==> config.mk <==
export PLATFORM = sky130hd
export DESIGN_NAME = pwm_period_meter
export DESIGN_NICKNAME = d
export VERILOG_FILES = /design/src/rtl/pwm_meas_pkg.sv /design/src/rtl/sync_edge_det.sv /design/src/rtl/pwm_period_meter.sv
export SDC_FILE = /design/constraint.sdc
export NUM_CORES = 1
export LEC_CHECK = 0
export ABC_AREA = 1
export CORE_UTILIZATION = 25
export DETAILED_ROUTE_END_ITERATION = 8
export GPL_TIMING_DRIVEN = 0
export PLACE_DENSITY_LB_ADDON = 0.1
export SYNTH_ARGS = -nofsm -noshare
export SYNTH_HDL_FRONTEND = slang
export SYNTH_SLANG_ARGS = --single-unit
==> constraint.sdc <==
create_clock -name clk -period 2.5 [get_ports clk]
set_input_delay 0.5 -clock clk [delete_from_list [all_inputs] [get_ports clk]]
set_output_delay 0.5 -clock clk [all_outputs]
set_load 0.03 [all_outputs]
==> src/rtl/pwm_meas_pkg.sv <==
// Shared types and default constants for the PWM period meter.
package pwm_meas_pkg;

    localparam int MEAS_CNT_W       = 24;
    localparam int MEAS_TIMEOUT_CYC = 10_000_000;

    typedef enum logic [1:0] {
        IDLE,
        HIGH,
        LOW
    } meas_state_t;

endpackage

==> src/rtl/sync_edge_det.sv <==
// Two-flop synchronizer plus delay flop, producing single-cycle rise/fall strobes.
module sync_edge_det #(
    parameter logic RST_VAL = 1'b1
) (
    input  logic clk,
    input  logic rst,
    input  logic i_async,
    output logic o_rise,
    output logic o_fall
);

    logic r_meta;
    logic r_sync;
    logic r_dly;

    always_ff @(posedge clk) begin
        if (rst) begin
            r_meta <= RST_VAL;
            r_sync <= RST_VAL;
            r_dly  <= RST_VAL;
        end else begin
            r_meta <= i_async;
            r_sync <= r_meta;
            r_dly  <= r_sync;
        end
    end

    assign o_rise = r_sync & ~r_dly;
    assign o_fall = ~r_sync & r_dly;

endmodule

==> src/rtl/pwm_period_meter.sv <==
// Measures high time and rising-to-rising period of a slow async signal in clk cycles,
// with a loss-of-signal watchdog.
module pwm_period_meter
    import pwm_meas_pkg::*;
#(
    parameter int CNT_W       = MEAS_CNT_W,
    parameter int TIMEOUT_CYC = MEAS_TIMEOUT_CYC
) (
    input  logic             clk,
    input  logic             rst,
    input  logic             sig_in,
    output logic [CNT_W-1:0] high_cnt,
    output logic [CNT_W-1:0] period_cnt,
    output logic             meas_valid,
    output logic             timeout
);

    localparam logic [CNT_W-1:0] TO_VAL  = CNT_W'(TIMEOUT_CYC);
    localparam logic [CNT_W-1:0] CNT_ONE = CNT_W'(1);

    logic w_rise;
    logic w_fall;

    meas_state_t      r_state, w_state_nx;
    logic [CNT_W-1:0] r_cnt, w_cnt_nx;
    logic [CNT_W-1:0] r_hi_lat, w_hi_lat_nx;
    logic [CNT_W-1:0] r_high, w_high_nx;
    logic [CNT_W-1:0] r_per, w_per_nx;
    logic             r_valid, w_valid_nx;
    logic             r_to, w_to_nx;

    // Reset value 1 keeps a signal already high at reset from looking like a rise.
    sync_edge_det #(
        .RST_VAL (1'b1)
    ) u_sync (
        .clk     (clk),
        .rst     (rst),
        .i_async (sig_in),
        .o_rise  (w_rise),
        .o_fall  (w_fall)
    );

    always_ff @(posedge clk) begin
        if (rst) begin
            r_state  <= IDLE;
            r_cnt    <= '0;
            r_hi_lat <= '0;
            r_high   <= '0;
            r_per    <= '0;
            r_valid  <= 1'b0;
            r_to     <= 1'b0;
        end else begin
            r_state  <= w_state_nx;
            r_cnt    <= w_cnt_nx;
            r_hi_lat <= w_hi_lat_nx;
            r_high   <= w_high_nx;
            r_per    <= w_per_nx;
            r_valid  <= w_valid_nx;
            r_to     <= w_to_nx;
        end
    end

    always_comb begin
        w_state_nx  = r_state;
        w_cnt_nx    = r_cnt;
        w_hi_lat_nx = r_hi_lat;
        w_high_nx   = r_high;
        w_per_nx    = r_per;
        w_valid_nx  = 1'b0;
        w_to_nx     = r_to;
        unique case (r_state)
            IDLE: begin
                if (w_rise) begin
                    w_cnt_nx   = CNT_ONE;
                    w_state_nx = HIGH;
                end
            end
            HIGH: begin
                w_cnt_nx = r_cnt + CNT_ONE;
                if (w_fall) begin
                    w_hi_lat_nx = r_cnt;
                    w_state_nx  = LOW;
                end else if (r_cnt == TO_VAL) begin
                    w_to_nx    = 1'b1;
                    w_cnt_nx   = '0;
                    w_state_nx = IDLE;
                end
            end
            LOW: begin
                w_cnt_nx = r_cnt + CNT_ONE;
                // An edge landing on the timeout cycle still counts as a measurement.
                if (w_rise) begin
                    w_per_nx   = r_cnt;
                    w_high_nx  = r_hi_lat;
                    w_valid_nx = 1'b1;
                    w_to_nx    = 1'b0;
                    w_cnt_nx   = CNT_ONE;
                    w_state_nx = HIGH;
                end else if (r_cnt == TO_VAL) begin
                    w_to_nx    = 1'b1;
                    w_cnt_nx   = '0;
                    w_state_nx = IDLE;
                end
            end
            default: begin
                w_state_nx = IDLE;
            end
        endcase
    end

    assign high_cnt   = r_high;
    assign period_cnt = r_per;
    assign meas_valid = r_valid;
    assign timeout    = r_to;

endmodule

Word level (Yosys, flattened, before mapping)
Index checks and enable logic that the tools add are counted.

word-level totals
  register bits after elaboration = 103
  latch bits = 0
  bits in writable memories = 0
  ROM bits = 0
  bits of input ports = 3
  logic and storage cells = 44
  memories kept = 0

cells by class
  add/sub/neg operators = 1
  $mul = 0
  div/mod/pow operators = 0
  $lt $le $gt $ge = 0
  equal/unequal tests = 5
  shift operators = 0
  mux-type cells = 15
  bitwise gates (word level) = 5
  reductions and logical operators = 8

operators by type and width
  cell                                                    number
  2-to-1 mux 24 bit                                       4
  case mux 24 bit (3 select lines)                        1
  adder 24 x 1 -> 24 bit (second input constant)          1
  == test 24 bit (second input constant)                  1
  2-to-1 mux 2 bit                                        4
  AND reduction 2 bit                                     4
  case mux 2 bit (3 select lines)                         1
  2-to-1 mux 1 bit                                        4
  NOT 1 bit                                               3
  nonzero test 3 bit                                      1
  AND 1 bit                                               2
  == test 2 x 1 -> 1 bit (second input constant)          1
  == test 2 bit (second input constant)                   1
  logical NOT 2 bit                                       1
  inequality test 2 x 1 -> 1 bit (second input constant)  1
  inequality test 2 bit (second input constant)           1
  case mux 1 bit (2 select lines)                         1
  nonzero test 2 bit                                      1
  OR reduction 2 bit                                      1

Depth between registers and ports, before layout
Gate-level depths: netlist of the first run.

  word-level depth = 4
  depth in mapped cells = 12
  depth with buffers taken out = 11

Cells and area by module
From an unflattened synthesis of the first run, not the netlist that was laid out.

unflattened totals
  cell total of the unflattened synthesis = 589
  area total of the unflattened synthesis = 4420.5 um2

modules (own cells, without submodules)
  module            times used  cells an instance  area an instance (um2)
  pwm_period_meter  1           576                4322.9
  sync_edge_det     1           13                 97.6

Worst setup path after synthesis of the first run
OpenSTA, ideal clock, no wires.

  kind = reg2reg
  start = reg r_cnt[0]
  end = reg r_cnt[22]
  library setup time = 131 ps
  arrival time = 1374 ps
  required time = 2369 ps
  setup slack = 996 ps
  stages on the path, launching flop included = 13
  buffers on the path = 1
  cell sequence = dfxtp_1 -> inv_1 -> ha_1 -> nand2_1 -> inv_1 -> nand2_1 -> nor2_2 -> nand3_2 -> nand2_2 -> nand3_4 -> buf_6 -> nand4_2 -> a21oi_2

between the ends
  word-level cells in the longest chain between the ends = 4
  elaborated cells on any way between the ends = 6

ends and longest elaborated chain
  what                                                             RTL line                                        RTL
  start: declaration                                               pwm_period_meter.sv:25                          logic [CNT_W-1:0] r_cnt, w_cnt_nx;
  start signal: assignment                                         pwm_period_meter.sv:54                          r_cnt <= w_cnt_nx;
  adder 24 x 1 -> 24 bit / == test 24 bit (equally long branches)  -
  2-to-1 mux 24 bit                                                pwm_period_meter.sv:83, pwm_period_meter.sv:99
  2-to-1 mux 24 bit (on tied branches)                             pwm_period_meter.sv:92, pwm_period_meter.sv:80
  case mux 24 bit (3 select lines) (*)                             pwm_period_meter.sv:71                          unique case (r_state)

Mark *: on every way between the ends. The rest lies on a longest branch, timed or not.
A chain may end at the register's enable or synchronous reset.

Worst setup path in the final report of the first run
  start = reg r_to, in the netlist timeout
  end = out timeout

RTL lines
  what                      RTL line                RTL
  start: declaration        pwm_period_meter.sv:30  logic r_to, w_to_nx;
  start signal: assignment  pwm_period_meter.sv:59  r_to <= w_to_nx;
  end: declaration          pwm_period_meter.sv:15  output logic timeout

No word-level cell between the ends.

==> metrics.yaml, run 1 <==
status:
  status: "complete, no violations"
drt:
  drc: 0
  totalWireLength_um: 14980
  num_vias: 4296
  initialDrtViolationCount: 248
  wl_per_cell_um: 16.70
  ant_nets: 0
  viasPerCell: 4.789
  dr.pass1.iters: 4
synth:
  synth-seq-cells: 103
  synth-compound-area-share_pct: 16.79
  yosys.cell_count.top_type: "dfxtp_1"
  synth_top_area_share_pct: 45.59
  synth.net_count: 616
  syn_avg_cell_area_sq_um: 7.452
  synth.area.mux_share_pct: 0
  syn-cell-area_sq_um: 4523
  synth_top_family_by_area: "simple AND/OR/NAND/NOR gates"
  yosysTopAreaCell: "dfxtp_1"
  synth-xor-area-share_pct: 0.9682
  synth-simple-area-share_pct: 27.08
  ys.flop_type: "dfxtp_1"
  post_synth_inst_count: 607
  async_flop_share_pct: 0
  synthDistinctLibCells: 35
  synthTopCellsByCount: "103 x dfxtp_1, 96 x nor2_1, 87 x nand2_1"
  synth_edf_count: 0
  ys_seq_area_share_pct: 45.59
  synthTopCellsByArea: "dfxtp_1 46%, o21ai_0 8.5%, nor2_1 8.0%, a21oi_1 7.5%, nand2_1 7.2%"
  synth_adder_area_share_pct: 1.660
  synth_warnings: 0
power:
  ir_worst_vdd_mv: 0.3623
  p_per_area_nw_per_um2: 586.1
  total_power_uw: 3283
  power_leakage_uw: 0.002114
clocking:
  cts_buffer_depth: 2
  hold_buffers: 0
  clkTransAtPathRegs_ps: 70
  root_buffer: "clkbuf_16"
  cts_max_level: 3
  insertion_delay_ps: 350
  cts_resized: 0
  cts.sinks: 103
  numCtsBuffers: 9
  postCtsSetupBuffers: 0
  cts_tree: "built"
final_layout:
  diodes: 0
  area_delta_synth_final_pct: 23.85
  fin_nets: 678
  drive_gt1_share_pct: 10.12
  final_util_pct: 32.05
  nFillCells: 1868
sta:
  rsz0062_at_grt: "false"
  hold_viol_final: 0
  drv_slew: 0
  finalSetupViolations: 0
  relSlewSlack_pct: 49.02
  setup_tns_ps: 0
  final.min_clock_period_ps: 1969
  period_share_pct: 78.76
  finClkSkew_ps: 5.325
  worstMarginPinSlew_ps: 764.6
  max_freq_mhz: 507.9
grt:
  grt_max_degree: 16
  overflow: 0
  grt_usage_pct: 16.73
  antenna_found_initial: 0
  grt_pass1_vias: 4101
  grt_pass1_wl_um: 23040
critical_path:
  path_class: "register to output port"
  startpoint_type: "register"
  worstPathMaxFanout: 2
  critPathTopFamily: "buffers and inverters"
  crit_path_cell_trace: "clkdlybuf4s50_1"
  cp.arrival_ps: 1470
  critical-path-max-stage-delay_ps: 710
  end_kind: "output port"
  cp_data_required_time_ps: 2000
  cp_num_buf_inv: 1
  slowest_stage: "clkdlybuf4s50_1"
worst_hold_path:
  hp-class: "register to register"
job:
  max_cap_viol_count: 0
floorplanning:
  die_w_um: 136.5
  dieArea_sq_um: 18630
  rows: 48
  die_y_um: 136.5
  coreArea_sq_um: 17480
  io_pins: 53
  start_util_pct: 25.88
placed_design:
  gp_congestion: 0.8793
  port_buffers: 51
  hpwl_um: 10830
-- path summary, 6_finish.rpt --
path / start / endpoint / slack [ps] / cells after the start
hold reg to reg: u_sync.r_meta$_SDFF_PP1_ / u_sync.r_sync$_SDFF_PP1_ / 420 / 1
hold / removal: u_sync.r_meta$_SDFF_PP1_ / u_sync.r_sync$_SDFF_PP1_ / 420 / 1
setup reg to reg: r_cnt[0]$_SDFFE_PP0P_ / r_cnt[16]$_SDFFE_PP0P_ / 560 / 9
setup / recovery: timeout$_SDFFE_PP0P_ / timeout / 530 / 1
-- layout by cell type, fill, tap and decap left out, drive strengths merged --
master	synthesis	routed
bufinv	0	1
buf	20	20
nor3	5	5
clkdlybuf4s50	0	51
nor2	106	106
a31oi	2	2
nand3	32	32
xnor2	1	1
a21oi	69	69
nand2	93	93
nand4	19	19
ha	6	6
o21ai	78	78
and2	1	1
o211ai	1	1
inv	43	44
xor2	4	4
nand3b	2	2
or2	2	2
clkbuf	18	29
dfxtp	103	103
nor4	1	1
clkinv	1	2
-- report_power, final --
group	switching (uW)	internal [uW]
logic	144	53.6
clock network	624	795
registers	11.1	1650
total	780	2500
-- routing by layer --
metal  GRT usage (%)  vias to the layer above  share of wire [%]
met1           22.61                     2046                 50
met3           3.296                       26                4.1
met2           26.00                      109                 43
li1                -                     2115                  -
met4           6.605                        0                2.6
met5               0                        -                  0
-- sequential cells by signal, summed over array words and instances, names as in the netlist --
| register | count |
|---|---|
| r_hi_lat | 24 |
| period_cnt | 24 |
| u_sync.r_dly | 1 |
| u_sync.r_meta | 1 |
| r_cnt | 24 |
| meas_valid | 1 |
| high_cnt | 24 |
| u_sync.r_sync | 1 |
| r_state | 2 |
| timeout | 1 |
-- final cells by class --
| type | count | area, sq um | area share, % |
|---|---|---|---|
| Timing Repair Buffer | 51 | 510.5 | 9.113 |
| Tap cell | 225 | 281.5 | 5.026 |
| Multi-Input combinational cell | 422 | 2103 | 37.55 |
| Clock buffer | 11 | 242.7 | 4.333 |
| Buffer | 38 | 191.4 | 3.417 |
| Clock inverter | 3 | 43.79 | 0.7818 |
| Sequential cell | 103 | 2062 | 36.81 |
| Inverter | 44 | 166.4 | 2.971 |
-- cells by family after synthesis --
| logic type | count (synthesis) |
|---|---|
| AND/OR/NAND/NOR | 261 |
| AO/OA/AOI/OAI | 150 |
| flip-flops | 103 |
| buffers and inverters | 82 |
| adder cells (fa/ha/maj) | 6 |
| XOR/XNOR | 5 |
-- through the flow --
step	std cells	hold slack, ps	worst slack (ps)	instance area (sq um)
2_1_floorplan	607	389.5	995.8	4523
3_3_place_gp	883	394.6	626.0	5315
3_5_place_dp	883	406.4	589.6	5315
4_1_cts	897	423.6	549.7	5602
5_1_grt	897	429.7	423.5	5602
6_report	897	419.0	531.0	5602
No activity file was read; power rests on OpenSTA's default activity.
==> run 2, diff against run 1 <==
Clock period 2.5 ns to 1.9 ns, I/O delays scaled along.
==> metrics.yaml, run 2 (synthesis results as in run 1) <==
final_layout:
  area_delta_synth_final_pct: 26.58
  regArea_sq_um: 2068
  layout_commonest_cell: "dfxtp_1"
  multi_input_area_sq_um: 2146
  diodes: 0
  fin_area_sq_um: 5725
  nFillCells: 1868
  final_util_pct: 32.76
  fin_nets: 683
  drive_gt1_share_pct: 13.00
  layout_common_cells: "100 x dfxtp_1, 93 x nor2_1, 87 x nand2_1"
clocking:
  cts_tree: "built"
  root_buffer: "clkbuf_16"
  cts.sinks: 103
  clkTransAtPathRegs_ps: 70
  insertion_delay_ps: 350
  cts_max_level: 3
  cts_buffer_depth: 2
  numCtsBuffers: 9
sta:
  finClkSkew_ps: 3.466
  final.min_clock_period_ps: 1831
  rsz0062_at_grt: "true"
  setup_ws_ps: 69.22
  period_share_pct: 96.36
  setup_tns_ps: 0
  relSlewSlack_pct: 46.60
  max_freq_mhz: 546.2
  worstMarginPinSlew_ps: 801.1
  finalSetupViolations: 0
  hold_viol_final: 0
  drv_slew: 0
critical_path:
  worstPathMaxFanout: 4
  critical-path-max-stage-delay_ps: 390
  path_class: "register to register"
  startpoint_type: "register"
  crit_path_cell_trace: "ha_1, nand2_1, nor2_4, nand2_2, nor3_4, nand2_1, nor3_1, o21ai_0, a21oi_1"
  slowest_stage: "dfxtp_1"
  startpoint: "r_cnt[1]$_SDFFE_PP0P_"
  reg2reg_from: "r_cnt[1]$_SDFFE_PP0P_"
  end_kind: "register"
  cp_common_cell: "nand2_1"
  cp.arrival_ps: 2120
  rrSetupSlack_ps: 70
  cp_data_required_time_ps: 2190
power:
  ir_worst_vdd_mv: 0.4788
  power_leakage_uw: 0.002178
  p_per_area_nw_per_um2: 760.3
job:
  max_cap_viol_count: 0
drt:
  dr.pass1.iters: 5
  num_vias: 4318
  ant_nets: 0
  viasPerCell: 4.787
  totalWireLength_um: 15050
  wl_per_cell_um: 16.68
  drc: 0
  initialDrtViolationCount: 228
floorplanning:
  dieArea_sq_um: 18630
  die_w_um: 136.5
  die_y_um: 136.5
  coreArea_sq_um: 17480
  start_util_pct: 25.88
  rows: 48
  io_pins: 53
grt:
  grt_usage_pct: 16.73
  grt_pass1_wl_um: 23040
  antenna_found_initial: 0
  overflow: 0
  grt_max_degree: 16
  grt_pass1_vias: 4101
status:
  status: "complete, no violations"
placed_design:
  dpl-instance-area_sq_um: 5315
  gp_congestion: 0.8793
  hpwl_um: 10830
  place_ws_ps: -10.41
  port_buffers: 51
worst_hold_path:
  hp-class: "register to register"
  min_from: "u_sync.r_meta$_SDFF_PP1_"
[run 2: cell types whose count changed in the layout (fill, tap and decap cells not counted), moves of 2 or more]
cell	before	now
clkbuf_1	18	14
nor2_4	3	5
nor2_1	96	93
buf_4	1	5
dfxtp_2	0	2
clkbuf_2	1	5
buf_6	4	2
dfxtp_1	103	100
inv_1	39	37
[run 2: worst paths after layout]
path	end	cells after the start
max	r_cnt[18]$_SDFFE_PP0P_	9
min	u_sync.r_sync$_SDFF_PP1_	1
max reg2reg	r_cnt[18]$_SDFFE_PP0P_	9
min reg2reg	u_sync.r_sync$_SDFF_PP1_	1
[run 2: layer usage]
metal	up-vias	GRT usage, %	part of all wire, %
met5	-	0	0
met4	0	6.605	2.0
met3	21	3.296	4.1
met2	110	26.00	44
met1	2052	22.61	50
li1	2135	-	-
[run 2: power by group]
group          internal, uW  switching (uW)  leakage (uW)
clock network          1050             826      0.000142
logic                  90.7             198       0.00120
registers              2180            15.2      0.000832
[run 2: repair_timing]
| item | CTS | global route |
|---|---|---|
| hold buffers | 0 | 0 |
| endpoints found under the setup margin | 1 | 53 |
| endpoints found under the hold margin | 0 | 0 |
| gates resized for setup | 1 | 28 |
| buffers inserted | 0 | 4 |
| cloned | 0 | 1 |
| pin swaps | 0 | 2 |
[run 2: worst max-delay path, delay by kind of cell (launching register included)]
| family | cells | cell delay, ps |
|---|---|---|
| AND/OR/NAND/NOR | 6 | 910 |
| flip-flops | 1 | 390 |
| AO/OA/AOI/OAI | 2 | 260 |
| adder cells (fa/ha/maj) | 1 | 200 |
[run 2: area by class of cell]
cell class / count / share of cell area [%]
Sequential cell: 103 / 36.12
Clock inverter: 3 / 0.7649
Inverter: 44 / 2.950
Tap cell: 225 / 4.917
Clock buffer: 11 / 4.240
Buffer: 38 / 3.649
Timing Repair Buffer: 56 / 9.878
Multi-Input combinational cell: 422 / 37.48
[run 2: metrics by stage]
stage | total power, uW | std cells | hold WS, ps
5_1_grt | 4510 | 902 | 429.7
4_1_cts | 4377 | 897 | 423.6
2_1_floorplan | 2410 | 607 | 389.5
3_3_place_gp | 2496 | 883 | 394.6
3_5_place_dp | 2498 | 883 | 406.4
6_report | 4353 | 902 | 419.1
==> run 3, diff against run 2 <==
Settings changed: CORE_MARGIN set to 5.
==> metrics.yaml, run 3 (synthesis results as in run 1) <==
status:
  status: "complete, no violations"
drt:
  wl_per_cell_um: 16.54
  dr.pass1.iters: 5
  initialDrtViolationCount: 231
  num_vias: 4271
  totalWireLength_um: 15050
  ant_nets: 0
  drc: 0
  viasPerCell: 4.693
floorplanning:
  die_w_um: 144.5
  io_pins: 53
  dieArea_sq_um: 20880
  start_util_pct: 25.27
  coreArea_sq_um: 17900
  die_y_um: 144.5
  rows: 49
clocking:
  insertion_delay_ps: 360
  cts_max_level: 3
  cts_tree: "built"
  cts.sinks: 103
  hold_buffers: 0
  numCtsBuffers: 9
  cts_buffer_depth: 2
  root_buffer: "clkbuf_16"
  clkTransAtPathRegs_ps: 70
critical_path:
  path_class: "register to output port"
  startpoint_type: "register"
  crit_path_cell_trace: "clkdlybuf4s50_1"
  critPathTopFamily: "buffers and inverters"
  cp_data_required_time_ps: 1520
  cp.arrival_ps: 1440
  cp_num_buf_inv: 1
  worstPathMaxFanout: 2
  slowest_stage: "clkdlybuf4s50_1"
  critical-path-max-stage-delay_ps: 700
  end_kind: "output port"
grt:
  grt_pass1_wl_um: 23630
  grt_pass1_vias: 4151
  grt_usage_pct: 14.89
  antenna_found_initial: 0
  grt_max_degree: 19
  overflow: 0
power:
  intPower_uw: 3311
  pwr-share-seq_pct: 49.6
  ir_worst_vdd_mv: 0.4600
  p_per_area_nw_per_um2: 764.9
  power_leakage_uw: 0.002199
  p_sw_share_pct: 24.98
  switchingPower_uw: 1103
  clkPwrFrac_pct: 43.9
  p_comb_share_pct: 6.4
final_layout:
  layout_common_cells: "98 x dfxtp_1, 93 x nor2_1, 87 x nand2_1"
  diodes: 0
  final_util_pct: 32.23
  drive_gt1_share_pct: 13.80
  fin_area_sq_um: 5771
  layout_commonest_cell: "dfxtp_1"
  fin_nets: 685
  area_delta_synth_final_pct: 27.58
sta:
  finalSetupViolations: 0
  finClkSkew_ps: 6.685
  hold_viol_final: 0
  drv_slew: 0
  max_freq_mhz: 550.9
  final.min_clock_period_ps: 1815
  rsz0062_at_grt: "true"
  relSlewSlack_pct: 48.78
  period_share_pct: 95.53
  worstMarginPinSlew_ps: 768.3
job:
  max_cap_viol_count: 0
placed_design:
  dpl-instance-area_sq_um: 5320
  port_buffers: 51
  gp_congestion: 0.9071
  hpwl_um: 11040
worst_hold_path:
  hp-class: "register to register"
run 3: metal layers:
layer / vias up / wire length (um) / GRT usage (%)
li1: 2144 / - / -
met5: - / 0 / 0
met2: 102 / 6667 / 22.99
met3: 14 / 673 / 2.811
met4: 0 / 204 / 4.516
met1: 2011 / 7505 / 21.07
run 3: worst paths after layout:
| kind | slack (ps) | end | depth (start not counted) | start |
|---|---|---|---|---|
| worst min register to register | 420 | u_sync.r_sync$_SDFF_PP1_ | 1 | u_sync.r_meta$_SDFF_PP1_ |
| worst max-delay path | 80 | timeout | 1 | timeout$_SDFFE_PP0P_ |
| worst max register to register | 140 | r_cnt[7]$_SDFFE_PP0P_ | 9 | r_cnt[8]$_SDFFE_PP0P_ |
| worst min-delay path | 420 | u_sync.r_sync$_SDFF_PP1_ | 1 | u_sync.r_meta$_SDFF_PP1_ |
run 3: metrics by stage:
step / setup TNS (ps) / worst slack, ps / hold WS (ps) / total power [uW] / cells
3_3_place_gp: 0 / 49.67 / 401.3 / 2495 / 887
5_1_grt: -19.10 / -19.10 / 436.3 / 4601 / 910
3_5_place_dp: 0 / 59.61 / 404.4 / 2494 / 887
4_1_cts: 0 / 42.39 / 417.8 / 4453 / 903
2_1_floorplan: 0 / 395.8 / 389.5 / 2410 / 607
6_report: 0 / 84.95 / 415.4 / 4414 / 910
run 3: final cells by class:
| type | instances | area, sq um |
|---|---|---|
| sequential | 103 | 2068 |
| timing repair buffer | 58 | 593.1 |
| tap | 229 | 286.5 |
| buffer | 38 | 209.0 |
| inverter | 44 | 166.4 |
| clock inverter | 7 | 80.08 |
| fill | 1939 | 12130 |
| clock buffer | 9 | 225.2 |
| multi-input combinational | 422 | 2142 |
run 3: what timing repair did:
| action | in CTS | in global routing |
|---|---|---|
| resized for setup | 0 | 27 |
| endpoints found under the setup margin | 0 | 94 |
| buffers inserted | 0 | 6 |
| hold endpoints to repair | 0 | 0 |
run 3: power by group through the flow:
| stage | combinational [uW] | sequential [uW] | clock (uW) |
|---|---|---|---|
| 3_3_place_gp | 255 | 2240 | 0 |
| 4_1_cts | 256 | 2190 | 2010 |
| 3_5_place_dp | 254 | 2240 | 0 |
| 6_report | 283 | 2190 | 1940 |
| 5_1_grt | 311 | 2190 | 2100 |
| 2_1_floorplan | 174 | 2240 | 0 |
